==> src/rtl/mips_mem_dump.sv <==
// Read-back engine: streams {addr, data} beats from a 1-cycle-latency memory port over valid/ready.
// Optional MEM_DUMP_CHKSUM_EN appends a checksum beat carrying the modulo-2^DW sum of the data words.
module mips_mem_dump #(
    parameter int unsigned AW = 10,
    parameter int unsigned DW = 32
) (
    input  logic          clk1,
    input  logic          rst_n,
    input  logic          start,
    input  logic [AW-1:0] base_addr,
    input  logic [AW:0]   word_count,
    output logic          busy,
    output logic          done,
    output logic          mem_rd_en,
    output logic [AW-1:0] mem_addr,
    input  logic [DW-1:0] mem_rd_data,
    output logic          out_valid,
    input  logic          out_ready,
    output logic [AW-1:0] out_addr,
    output logic [DW-1:0] out_data,
    output logic          out_last
);

    typedef enum logic [1:0] {StIdle, StRead, StDrain} state_e;

    state_e        state_q;
    logic [AW-1:0] base_q, last_addr_q, infl_addr_q;
    logic [AW:0]   count_q, issued_q, sent_q;
    logic          infl_q, busy_q, done_q;
    logic [AW+DW-1:0] fifo_q [2];
    logic          wr_ptr_q, rd_ptr_q;
    logic [1:0]    fifo_cnt_q;
`ifdef MEM_DUMP_CHKSUM_EN
    logic [DW-1:0] sum_q;
    logic          chk_valid;
`endif

    logic          data_valid, data_pop, issue, accept, fifo_push, fifo_rd, finish;
    logic [AW-1:0] data_addr, next_addr;
    logic [DW-1:0] data_word;
    logic [AW+DW-1:0] fifo_head;
    logic [2:0]    occ, occ_next;

    // With the FIFO empty, the word arriving from memory is presented directly (bypass).
    assign fifo_head  = fifo_q[rd_ptr_q];
    assign data_valid = (fifo_cnt_q != 2'd0) || infl_q;
    assign data_addr  = (fifo_cnt_q != 2'd0) ? fifo_head[AW+DW-1:DW] : infl_addr_q;
    assign data_word  = (fifo_cnt_q != 2'd0) ? fifo_head[DW-1:0] : mem_rd_data;
    assign data_pop   = data_valid && out_ready;

    // Occupancy counts buffered plus in-flight words, net of this cycle's pop.
    assign occ       = 3'(fifo_cnt_q) + 3'(infl_q);
    assign occ_next  = occ - 3'(data_pop);
    assign next_addr = base_q + issued_q[AW-1:0];
    assign issue     = (state_q == StRead) && (issued_q != count_q) && (occ_next < 3'd2);
    assign accept    = (state_q == StIdle) && start && !done_q;
    assign fifo_push = infl_q && !((fifo_cnt_q == 2'd0) && data_pop);
    assign fifo_rd   = data_pop && (fifo_cnt_q != 2'd0);

    assign mem_rd_en = issue;
    assign mem_addr  = (state_q == StRead) ? next_addr : last_addr_q;
    assign busy      = busy_q;
    assign done      = done_q;

    always_comb begin
        out_valid = 1'b0;
        out_addr  = '0;
        out_data  = '0;
        out_last  = 1'b0;
        finish    = 1'b0;
`ifdef MEM_DUMP_CHKSUM_EN
        chk_valid = (state_q == StDrain) && !data_valid && (sent_q == count_q);
        out_valid = data_valid || chk_valid;
        out_last  = chk_valid;
        if (data_valid) begin
            out_addr = data_addr;
            out_data = data_word;
        end else if (chk_valid) begin
            out_addr = base_q + count_q[AW-1:0];
            out_data = sum_q;
        end
        finish = chk_valid && out_ready;
`else
        out_valid = data_valid;
        out_last  = data_valid && (sent_q == count_q - (AW+1)'(1));
        if (data_valid) begin
            out_addr = data_addr;
            out_data = data_word;
        end
        finish = (state_q == StDrain) && (occ_next == 3'd0);
`endif
    end

    always_ff @(posedge clk1 or negedge rst_n) begin
        if (!rst_n) begin
            state_q     <= StIdle;
            base_q      <= '0;
            count_q     <= '0;
            issued_q    <= '0;
            sent_q      <= '0;
            infl_q      <= 1'b0;
            infl_addr_q <= '0;
            last_addr_q <= '0;
            busy_q      <= 1'b0;
            done_q      <= 1'b0;
            wr_ptr_q    <= 1'b0;
            rd_ptr_q    <= 1'b0;
            fifo_cnt_q  <= '0;
            fifo_q[0]   <= '0;
            fifo_q[1]   <= '0;
`ifdef MEM_DUMP_CHKSUM_EN
            sum_q       <= '0;
`endif
        end else begin
            done_q <= 1'b0;
            infl_q <= issue;
            if (fifo_push) begin
                fifo_q[wr_ptr_q] <= {infl_addr_q, mem_rd_data};
                wr_ptr_q         <= ~wr_ptr_q;
            end
            if (fifo_rd) rd_ptr_q <= ~rd_ptr_q;
            fifo_cnt_q <= fifo_cnt_q + 2'(fifo_push) - 2'(fifo_rd);
            if (issue) begin
                infl_addr_q <= next_addr;
                last_addr_q <= next_addr;
                issued_q    <= issued_q + (AW+1)'(1);
            end
            if (data_pop) begin
                sent_q <= sent_q + (AW+1)'(1);
`ifdef MEM_DUMP_CHKSUM_EN
                sum_q  <= sum_q + data_word;
`endif
            end
            case (state_q)
                StIdle: begin
                    if (accept) begin
                        base_q   <= base_addr;
                        count_q  <= word_count;
                        issued_q <= '0;
                        sent_q   <= '0;
                        busy_q   <= 1'b1;
`ifdef MEM_DUMP_CHKSUM_EN
                        sum_q    <= '0;
`endif
                        state_q  <= (word_count == '0) ? StDrain : StRead;
                    end
                end
                StRead: begin
                    // Leave on the final issue so done can follow the last handshake directly.
                    if (issue && (issued_q + (AW+1)'(1) == count_q)) state_q <= StDrain;
                end
                StDrain: begin
                    if (finish) begin
                        done_q  <= 1'b1;
                        busy_q  <= 1'b0;
                        state_q <= StIdle;
                    end
                end
                default: state_q <= StIdle;
            endcase
        end
    end

endmodule

==> config.mk <==
export PLATFORM = sky130hd
export DESIGN_NAME = mips_mem_dump
export DESIGN_NICKNAME = d
export VERILOG_FILES = /design/src/rtl/mips_mem_dump.sv
export SDC_FILE = /design/constraint.sdc
export NUM_CORES = 1
export LEC_CHECK = 0
export ABC_AREA = 1
export BUFFER_PORTS_ARGS = -buffer_cell sky130_fd_sc_hd__buf_2
export CORE_MARGIN = 2
export CORE_UTILIZATION = 35
export DETAILED_ROUTE_END_ITERATION = 8
export PLACE_DENSITY_LB_ADDON = 0.12
export SYNTH_ARGS = -nofsm -noshare
export SYNTH_HDL_FRONTEND = slang
export SYNTH_SLANG_ARGS = --single-unit
export TNS_END_PERCENT = 30
==> constraint.sdc <==
create_clock -name clk1 -period 5 [get_ports clk1]
set_input_delay 0.25 -clock clk1 [delete_from_list [all_inputs] [get_ports clk1]]
set_output_delay 0.25 -clock clk1 [all_outputs]
set_load 0.01 [all_outputs]
==> impl_metrics.py, run 1 <==
metrics = {
    "run_status": {
        "status": "finished, final reports clean",
    },
    "grt": {
        "grt_pass1_vias": 6246,
        "grt_first_pass_wirelength_mm": 32.58,
        "gr-usage-met3_pct": 3.629,
        "antenna_found_initial": 0,
        "grt_max_degree": 66,
        "met1_usage_pct": 23.93,
        "busiest_layer": "met2",
        "track_usage_pct": 17.11,
        "grt_overflow": 0,
        "use_met2_pct": 27.23,
    },
    "cts": {
        "clk_latency_ps": 430,
        "ctsResizeCount": 0,
        "cts-htree-levels": 4,
        "root_buffer": "clkbuf_16",
        "cts_max_path_buffers": 2,
        "cts_made_buffers": 17,
        "post_cts_buffers": 0,
        "cts_hold_buf": 1,
        "cts_tree": "done",
        "cts_num_sinks": 146,
        "path_clk_slew_ps": 60,
    },
    "drt": {
        "ant_nets": 0,
        "drt_pre_antenna_iters": 5,
        "vias_per_cell": 4.864,
        "vias": 6420,
        "drt_iter0_drc": 393,
        "drcViolationCount": 0,
        "wl_per_cell_um": 14.88,
        "totalWireLength_mm": 19.64,
    },
    "critical_path": {
        "timing.rr.end": "infl_addr_q[9]",
        "crit_end": "mem_rd_en",
        "required_ps": 4750,
        "slowest_stage": "a21oi_2",
        "start_kind": "register",
        "r2r-start": "infl_q",
        "max_stage_delay_ps": 760,
        "endpoint_kind": "output port",
        "rrSetupSlack_ps": 1690,
        "cp_cell_sequence": "inv_1 > nand2_2 > nand2_4 > nor2_1 > o21bai_1 > ha_1 > inv_1 > fa_1 > nand2_1 > nor2_1 > nand2_1 > a21oi_2 > buf_2",
        "critPathArrivalTime_ps": 3470,
        "cp_top_family": "compound AO/OA/AOI/OAI gates",
        "critPathLaunch": "infl_q",
        "path_max_fanout": 21,
        "cp_num_cells": 13,
        "worstPathBufferInverterCount": 3,
        "criticalPathCategory": "reg -> out",
        "reg2reg_depth": 15,
    },
    "floorplan": {
        "die_h_um": 153.4,
        "core_um2": 21890,
        "design.portCount": 114,
        "row_count": 54,
        "die-area_um2": 23540,
        "start_util_pct": 35.69,
        "fp.dieW_um": 153.4,
    },
    "synthesis": {
        "syn-num-nets": 1004,
        "syn-cell-area_um2": 7814,
        "yosysTopAreaCellShare_pct": 46.76,
        "seq_area_frac_synth_pct": 46.76,
        "ys_types": 43,
        "yosys-top-cells-area": "dfrtp_1 47%, nand2_1 12%, o21ai_0 8.4%",
        "syn_area_per_cell_um2": 8.402,
        "synthArstFlopShare_pct": 100.0,
        "synth_warnings": 0,
        "syn_inst": 930,
        "ys.flop_type": "dfrtp_1",
        "yosysTopAreaCell": "dfrtp_1",
        "synth_edf_count": 0,
        "synth.ff_latch_count": 146,
    },
    "cells_and_area": {
        "fill_cells": 2261,
        "diodes": 0,
        "layout-drive-gt1-share_pct": 18.08,
        "syn2layout_area_growth_pct": 17.33,
        "stdcell_area_um2": 9168,
        "seqCellArea_um2": 3655,
        "final_cell_mix": "242 x nand2_1, 145 x dfrtp_1, 131 x o21ai_0, 112 x buf_2, 84 x inv_1",
        "multi_input_area_um2": 3603,
        "final_common_cell": "nand2_1",
        "fin_nets": 1101,
        "utilization_pct": 41.88,
    },
    "timing": {
        "setup_violations": 0,
        "worstMarginPinSlew_ps": 1014,
        "tns_ps": 0,
        "fmax_mhz": 268.6,
        "clock_skew_ps": 10.07,
        "post-route-period-util_pct": 74.47,
        "fin_crit_ps": 3723,
        "report.final.slew_viol_count": 0,
        "whs_ps": 25.97,
        "hold_viol_final": 0,
        "rsz0062_at_grt": "false",
        "slew_headroom_pct": 32.43,
    },
    "min_path": {
        "hp-class": "in -> reg",
    },
    "placed_design": {
        "dp_hpwl_mm": 13.38,
        "gp_congestion": 0.7687,
        "numPortBuffers": 113,
        "dpl_cell_area_um2": 8589,
    },
    "run": {
        "maxCapViolations": 0,
    },
    "pwr": {
        "power.density_nw_per_um2": 671.2,
        "power.total_w": 0.006153,
        "leakage_nw": 4.562,
        "ir_drop_mv": 0.2771,
    },
}
[layout make-up]
type / instances / area share, %
clock buffers: 18 / 4.681
clock inverters: 14 / 1.515
inverters: 91 / 3.726
multi-input cells: 648 / 39.31
flip-flops and latches: 146 / 39.87
well taps: 280 / 3.821
repair buffers: 123 / 7.083
[logic make-up (layout without fill, tap and decap cells)]
kind of cell | after synthesis | after routing | synth area share, %
adders and majority gates | 17 | 17 | 2.914
DFF | 146 | 146 | 46.76
and+or+nand+nor | 337 | 337 | 18.11
muxes | 42 | 42 | 5.380
buffers and inverters | 136 | 246 | 7.302
AOI/OAI and AO/OA | 212 | 212 | 15.05
xor gates and xnor gates | 40 | 40 | 4.484
[routing by layer]
metal  share of wire [%]  vias to the layer above
li1                    -                     3268
met1                  50                     2993
met2                  45                      144
met3                 4.4                       15
met4                0.97                        0
met5                   0                        -
[where the power goes]
part           switching [W]  total (W)  leakage [nW]  internal, W
clock               0.000583    0.00125         0.277     0.000664
sequential          0.000446    0.00214          1.85      0.00170
combinational        0.00164    0.00276          2.43      0.00112
total                0.00267    0.00615          4.56      0.00348
[synth_stat cells, types with 2 or more instances]
cell,number
dfrtp_1,146
nor2_1,36
buf_2,17
inv_2,7
ha_1,15
o21ai_2,4
o21ai_1,2
a21oi_1,18
o22ai_1,43
nor4_2,2
nor4_1,3
buf_1,2
nand4_1,4
nor3_1,10
nor2_2,2
a21oi_2,6
mux2i_1,42
buf_6,4
a31oi_1,2
nand2_2,3
inv_1,84
o21ai_0,131
clkbuf_1,19
nor2_4,2
o21bai_1,2
nand3_1,25
nor3_2,2
fa_1,2
nand2_1,242
xor2_1,25
buf_4,2
xnor2_1,15
[stage by stage]
step	cells	worst slack [ps]
floorplan	930	2399
global placement	1287	1738
detailed placement	1287	1659
CTS	1320	1209
global route	1320	916.9
finish	1320	1277
[worst reg2reg max path, cell delays in order, from the launching register on]
cell      delay, ps
dfrtp_1         430
inv_1            70
nand2_2         100
nand2_4          80
nor2_1          170
o21bai_1        150
ha_1            160
inv_1            40
fa_1            480
nand2_1          50
nor2_1          180
nand2_1          90
a21oi_2         760
buf_4           330
nand2_1          60
o21ai_0          80
[flip-flops by register name (all words and copies together), names as in the netlist]
signal       cells
base_q          10
busy             1
count_q         11
done             1
fifo_cnt_q       2
fifo_q          84
infl_addr_q     10
infl_q           1
issued_q        11
rd_ptr_q         1
sent_q          11
state_q          2
wr_ptr_q         1
[worst min-delay path by stage]
| stage | endpoint | startpoint | cells after the start | slack [ps] |
|---|---|---|---|---|
| 2_1_floorplan | base_q[0] | rst_n | 0 | -50 |
| 3_3_place_gp | fifo_q[50] | rst_n | 1 | 290 |
| 3_5_place_dp | fifo_q[50] | rst_n | 1 | 290 |
| 4_1_cts | base_q[0] | base_addr[0] | 3 | 10 |
| 5_1_grt | base_q[9] | base_addr[9] | 3 | 30 |
| 6_report | base_q[6] | base_addr[6] | 3 | 30 |
(Power assumes the default switching activity.)
==> run 2: changes to the inputs <==
- clock period: 5 -> 3.3 ns (I/O delays scaled with it)
==> run 2 against run 1 <==
Clock skew shrank 0.85 ps. Final cell count grew 1.6%. Count of clock-buffer cells in the layout is the same. Sequential share of layout area shrank 1.1 points. Clock power grew 53%. Utilization grew 1.2 points. Critical path depth grew 1. Worst hold slack lost 7.2 ps. First-iteration DRC count shrank 21%. Worst setup slack lost 970 ps. Wire length grew 0.31%. Critical endpoint unchanged. Largest power group unchanged. Highest routed layer unchanged.
==> impl_metrics.py, run 2 (same netlist as run 1, synthesis figures left out) <==
metrics = {
    "critical_path": {
        "criticalPathCategory": "reg -> out",
        "crit_end": "mem_rd_en",
        "cp_cell_sequence": "inv_1 > nand2_2 > nand2_4 > nor2_2 > o21bai_1 > ha_1 > inv_1 > fa_1 > nand2_1 > nor2_2 > nand2_1 > a21oi_2 > buf_6 > buf_2",
        "path_max_fanout": 19,
        "critPathLaunch": "infl_q",
        "start_kind": "register",
        "slowest_stage": "fa_1",
        "endpoint_kind": "output port",
        "timing.rr.end": "state_q[1]",
        "max_stage_delay_ps": 480,
        "reg2reg_depth": 17,
        "critPathArrivalTime_ps": 2830,
        "required_ps": 3130,
        "r2r-start": "infl_q",
        "rrSetupSlack_ps": 690,
    },
    "cts": {
        "cts_max_path_buffers": 2,
        "post_cts_buffers": 0,
        "cts-htree-levels": 4,
        "cts_num_sinks": 146,
        "cts_made_buffers": 17,
        "cts_tree": "done",
        "root_buffer": "clkbuf_16",
        "clk_latency_ps": 420,
        "path_clk_slew_ps": 60,
    },
    "min_path": {
        "hp-class": "in -> reg",
    },
    "drt": {
        "vias_per_cell": 4.804,
        "drt_pre_antenna_iters": 5,
        "drt_iter0_drc": 310,
        "ant_nets": 0,
        "wl_per_cell_um": 14.69,
        "drcViolationCount": 0,
        "totalWireLength_mm": 19.70,
        "vias": 6442,
    },
    "timing": {
        "post-route-period-util_pct": 90.85,
        "fmax_mhz": 333.6,
        "worstMarginPinSlew_ps": 784.1,
        "setup_violations": 0,
        "report.final.slew_viol_count": 0,
        "whs_ps": 18.75,
        "hold_viol_final": 0,
        "rsz0062_at_grt": "false",
        "slew_headroom_pct": 47.54,
        "tns_ps": 0,
        "fin_crit_ps": 2998,
        "clock_skew_ps": 9.221,
    },
    "floorplan": {
        "die-area_um2": 23540,
        "die_h_um": 153.4,
        "core_um2": 21890,
        "start_util_pct": 35.69,
        "row_count": 54,
        "fp.dieW_um": 153.4,
        "design.portCount": 114,
    },
    "pwr": {
        "power.density_nw_per_um2": 999.4,
        "ir_drop_mv": 0.4799,
        "leakage_nw": 4.669,
    },
    "cells_and_area": {
        "final_common_cell": "nand2_1",
        "syn2layout_area_growth_pct": 20.80,
        "utilization_pct": 43.12,
        "regMostFlops": "fifo_q",
        "fill_cells": 2238,
        "largest_reg_flops": 84,
        "final_cell_mix": "242 x nand2_1, 142 x dfrtp_1, 131 x o21ai_0, 112 x buf_2, 84 x inv_1",
        "fin_nets": 1122,
        "diodes": 0,
        "layout-drive-gt1-share_pct": 18.38,
        "seqCellArea_um2": 3659,
        "multi_input_area_um2": 3608,
    },
    "placed_design": {
        "dp_hpwl_mm": 13.27,
        "numPortBuffers": 113,
        "gp_congestion": 0.8496,
    },
    "grt": {
        "grt_overflow": 0,
        "antenna_found_initial": 0,
        "track_usage_pct": 17.28,
        "grt_max_degree": 80,
        "grt_first_pass_wirelength_mm": 32.94,
        "grt_pass1_vias": 6299,
    },
    "run_status": {
        "status": "finished, final reports clean",
    },
    "run": {
        "maxCapViolations": 0,
    },
}
-- run 2: changes by cell type in the layout (fill, tap and decap cells not counted), moves of 2 or more --
cell / previous run / this run
dfrtp_1: 145 / 142
nor2_2: 2 / 4
nor2_1: 36 / 34
buf_4: 9 / 6
buf_12: 0 / 4
dfrtp_2: 1 / 4
dlygate4sd3_1: 1 / 20
inv_8: 4 / 2
-- run 2: per-stage QoR --
stage / total power [W] / setup WS (ps) / cell area, um2 / cells
floorplan: 0.006184 / 761.2 / 7814 / 930
global placement: 0.007514 / 526.3 / 8655 / 1289
detailed placement: 0.007557 / 492.6 / 8655 / 1289
CTS: 0.009534 / 57.32 / 9427 / 1341
global route: 0.01029 / 41.11 / 9439 / 1341
finish: 0.009433 / 302.1 / 9439 / 1341
-- run 2: worst min path at each step --
stage / from / to / cells past startpoint
3_3_place_gp: rst_n / fifo_q[50] / 1
5_1_grt: word_count[0] / count_q[0] / 3
3_5_place_dp: rst_n / fifo_q[7] / 1
2_1_floorplan: rst_n / base_q[0] / 0
4_1_cts: word_count[0] / count_q[0] / 3
6_report: word_count[10] / count_q[10] / 3
-- run 2: where the power goes --
part           internal [W]  switching [W]
clock               0.00106       0.000845
combinational       0.00176        0.00254
sequential          0.00257       0.000652
-- run 2: timing repair --
action | 4_1_cts | 5_1_grt
resized for setup | 0 | 6
hold buffers | 20 | 0
hold endpoints to repair | 96 | 0
setup endpoints to repair | 0 | 1
-- run 2: critical path: cells and delay by family (launching register included) --
family,cells,cell delay (ps)
compound gates,2,300
fa+ha+maj,2,630
buf+inv,4,470
flops,1,400
simple gates,6,590
-- run 2: cell type report --
| class | instances | area share (%) |
|---|---|---|
| sequential | 146 | 38.76 |
| multi-input combinational | 648 | 38.23 |
| timing repair buffer | 144 | 9.624 |
| clock buffer | 18 | 4.547 |
| tap | 280 | 3.712 |
| inverter | 91 | 3.619 |
| clock inverter | 14 | 1.511 |
-- run 2: metal layers --
layer	vias up	global-route usage, %	routed length [um]
li1	3311	-	-
met1	3007	24.49	9823
met2	109	27.21	9064
met3	15	3.147	624
met4	0	4.806	184
met5	-	0	0
==> run 3: changes to the inputs <==
- PLACE_DENSITY: default -> 0.54
- PLACE_DENSITY_LB_ADDON: 0.12 -> default
- RECOVER_POWER: default -> 25
==> run 3 against run 2 <==
The flow now finishes with violations (capacitance limit, slew limit). Critical path depth did not move. Worst hold slack improved by 5.8 ps. Sequential power about the same. Via count rose by 0.95%. Clock power increased by 3%. First-iteration DRC count decreased by 3.5%. Final cell count increased by 0.22%. Combinational power grew 1%. Utilization increased by 0.19 points.
==> impl_metrics.py, run 3 (same netlist as run 1, synthesis figures left out) <==
metrics = {
    "floorplan": {
        "fp.dieW_um": 153.4,
        "die_h_um": 153.4,
        "row_count": 54,
        "die-area_um2": 23540,
        "design.portCount": 114,
        "core_um2": 21890,
        "start_util_pct": 35.69,
    },
    "timing": {
        "clock_skew_ps": 9.774,
        "fmax_mhz": 328.7,
        "slew_headroom_pct": -20.50,
        "worstMarginPinSlew_ps": 1807,
        "tns_ps": 0,
        "fin_ws_ps": 257.9,
        "post-route-period-util_pct": 92.18,
        "setup_violations": 0,
        "report.final.slew_viol_count": 70,
        "hold_viol_final": 0,
        "rsz0062_at_grt": "false",
        "fin_crit_ps": 3042,
    },
    "pwr": {
        "power.share.combinational_pct": 45.6,
        "leakage_nw": 4.694,
        "switching_power_w": 0.004077,
        "swShare_pct": 42.73,
        "ir_drop_mv": 0.3809,
        "power.density_nw_per_um2": 1006,
        "p_clk_share_pct": 20.5,
        "p_int_w": 0.005464,
        "p_seq_share_pct": 33.9,
        "power.total_w": 0.009541,
    },
    "cts": {
        "cts_made_buffers": 17,
        "path_clk_slew_ps": 60,
        "clk_latency_ps": 420,
        "cts-htree-levels": 4,
        "cts_max_path_buffers": 2,
        "cts_num_sinks": 146,
        "cts_tree": "done",
        "root_buffer": "clkbuf_16",
    },
    "critical_path": {
        "max_stage_delay_ps": 480,
        "worstPathBufferInverterCount": 4,
        "cp_top_family": "simple AND/OR/NAND/NOR gates",
        "cp_cell_sequence": "inv_1 > nand2_2 > nand2_4 > nor2_2 > o21bai_1 > ha_1 > inv_1 > fa_1 > nand2_1 > nor2_2 > nand2_1 > a21oi_4 > buf_12 > buf_2",
        "start_kind": "register",
        "slowest_stage": "fa_1",
        "critPathArrivalTime_ps": 2880,
        "criticalPathCategory": "reg -> out",
        "endpoint_kind": "output port",
        "path_max_fanout": 15,
        "required_ps": 3130,
    },
    "drt": {
        "drt_iter0_drc": 299,
        "wl_per_cell_um": 14.71,
        "totalWireLength_mm": 19.78,
        "vias_per_cell": 4.839,
        "ant_nets": 0,
        "drt_pre_antenna_iters": 5,
        "drcViolationCount": 0,
        "vias": 6503,
    },
    "cells_and_area": {
        "diodes": 0,
        "fin_nets": 1125,
        "largest_reg_flops": 84,
        "final_common_cell": "nand2_1",
        "fin_cells": 1344,
        "layout-drive-gt1-share_pct": 18.23,
        "final_cell_mix": "242 x nand2_1, 144 x dfrtp_1, 131 x o21ai_0, 110 x buf_2, 84 x inv_1",
        "utilization_pct": 43.31,
        "regMostFlops": "fifo_q",
        "syn2layout_area_growth_pct": 21.35,
    },
    "placed_design": {
        "dp_worst_setup_slack_ps": 390.5,
        "gp_congestion": 0.8408,
        "dp_hpwl_mm": 13.05,
        "numPortBuffers": 113,
        "dp_cells": 1289,
    },
    "grt": {
        "track_usage_pct": 17.15,
        "met1_usage_pct": 23.06,
        "grt_max_degree": 86,
        "grt_overflow": 0,
        "use_met2_pct": 28.10,
        "grt_first_pass_wirelength_mm": 32.68,
        "grt_pass1_vias": 6413,
        "antenna_found_initial": 0,
        "gr-usage-met3_pct": 3.743,
        "busiest_layer": "met2",
    },
    "run_status": {
        "status": "finished with violations",
        "violations": "capacitance limit, slew limit",
    },
    "run": {
        "maxCapViolations": 1,
    },
    "min_path": {
        "hp-class": "in -> reg",
    },
}
-- run 3: path summary, 6_finish.rpt --
check                               start  cells past startpoint             end  slack [ps]
min reg2reg                     base_q[5]                      2       base_q[5]         480
min in group asynchronous           rst_n                      2       fifo_q[7]         760
max in group asynchronous           rst_n                      3      state_q[0]        1070
max reg2reg                        infl_q                     16  infl_addr_q[2]         620
min                        word_count[10]                      3     count_q[10]          20
max                                infl_q                     14       mem_rd_en         260
-- run 3: through the flow --
step	cell area (um2)	hold WS, ps
after floorplan	7814	-130.6
after global placement	8630	227.2
after detailed placement	8630	222.1
after CTS	9442	14.62
after global routing	9482	12.60
final	9482	24.53
-- run 3: worst reg2reg max path, cell delays in order (launching register included) --
cell and delay, ps:
dfrtp_1 420, inv_1 70, nand2_2 110, nand2_4 100, nor2_2 130, o21bai_1 130
ha_1 160, inv_1 50, fa_1 480, nand2_1 60, nor2_2 130, nand2_1 110
a21oi_4 210, buf_4 150, clkbuf_16 170, nand2_1 70, o21ai_2 60
-- run 3: cell type report --
cell class	count	area [um2]
fillers	2201	12410
flip-flops and latches	146	3656
multi-input cells	648	3616
repair buffers	147	923.4
clock buffers	18	439.2
well taps	280	350.3
inverters	91	341.6
clock inverters	14	155.1
-- run 3: per-layer routing --
layer / part of all wire (%) / vias to the layer above / wire [um]
met1: 48 / 2997 / 9477
li1: - / 3330 / -
met2: 47 / 159 / 9238
met5: 0 / - / 0
met4: 1.2 / 0 / 240
met3: 4.1 / 17 / 818
-- run 3: what timing repair did --
item,4_1_cts,5_1_grt
gates resized for setup,2,5
endpoints found under the setup margin,1,1
setup buffers,0,1
hold buffers,21,0
gates cloned,0,1
endpoints found under the hold margin,86,0
-- run 3: power groups by stage --
stage | Sequential, W | Clock, W | Combinational [W]
after floorplan | 0.00299 | 0 | 0.00319
after global placement | 0.00324 | 0 | 0.00425
after detailed placement | 0.00325 | 0 | 0.00428
after CTS | 0.00323 | 0.00201 | 0.00434
after global routing | 0.00334 | 0.00209 | 0.00495
final | 0.00323 | 0.00196 | 0.00436
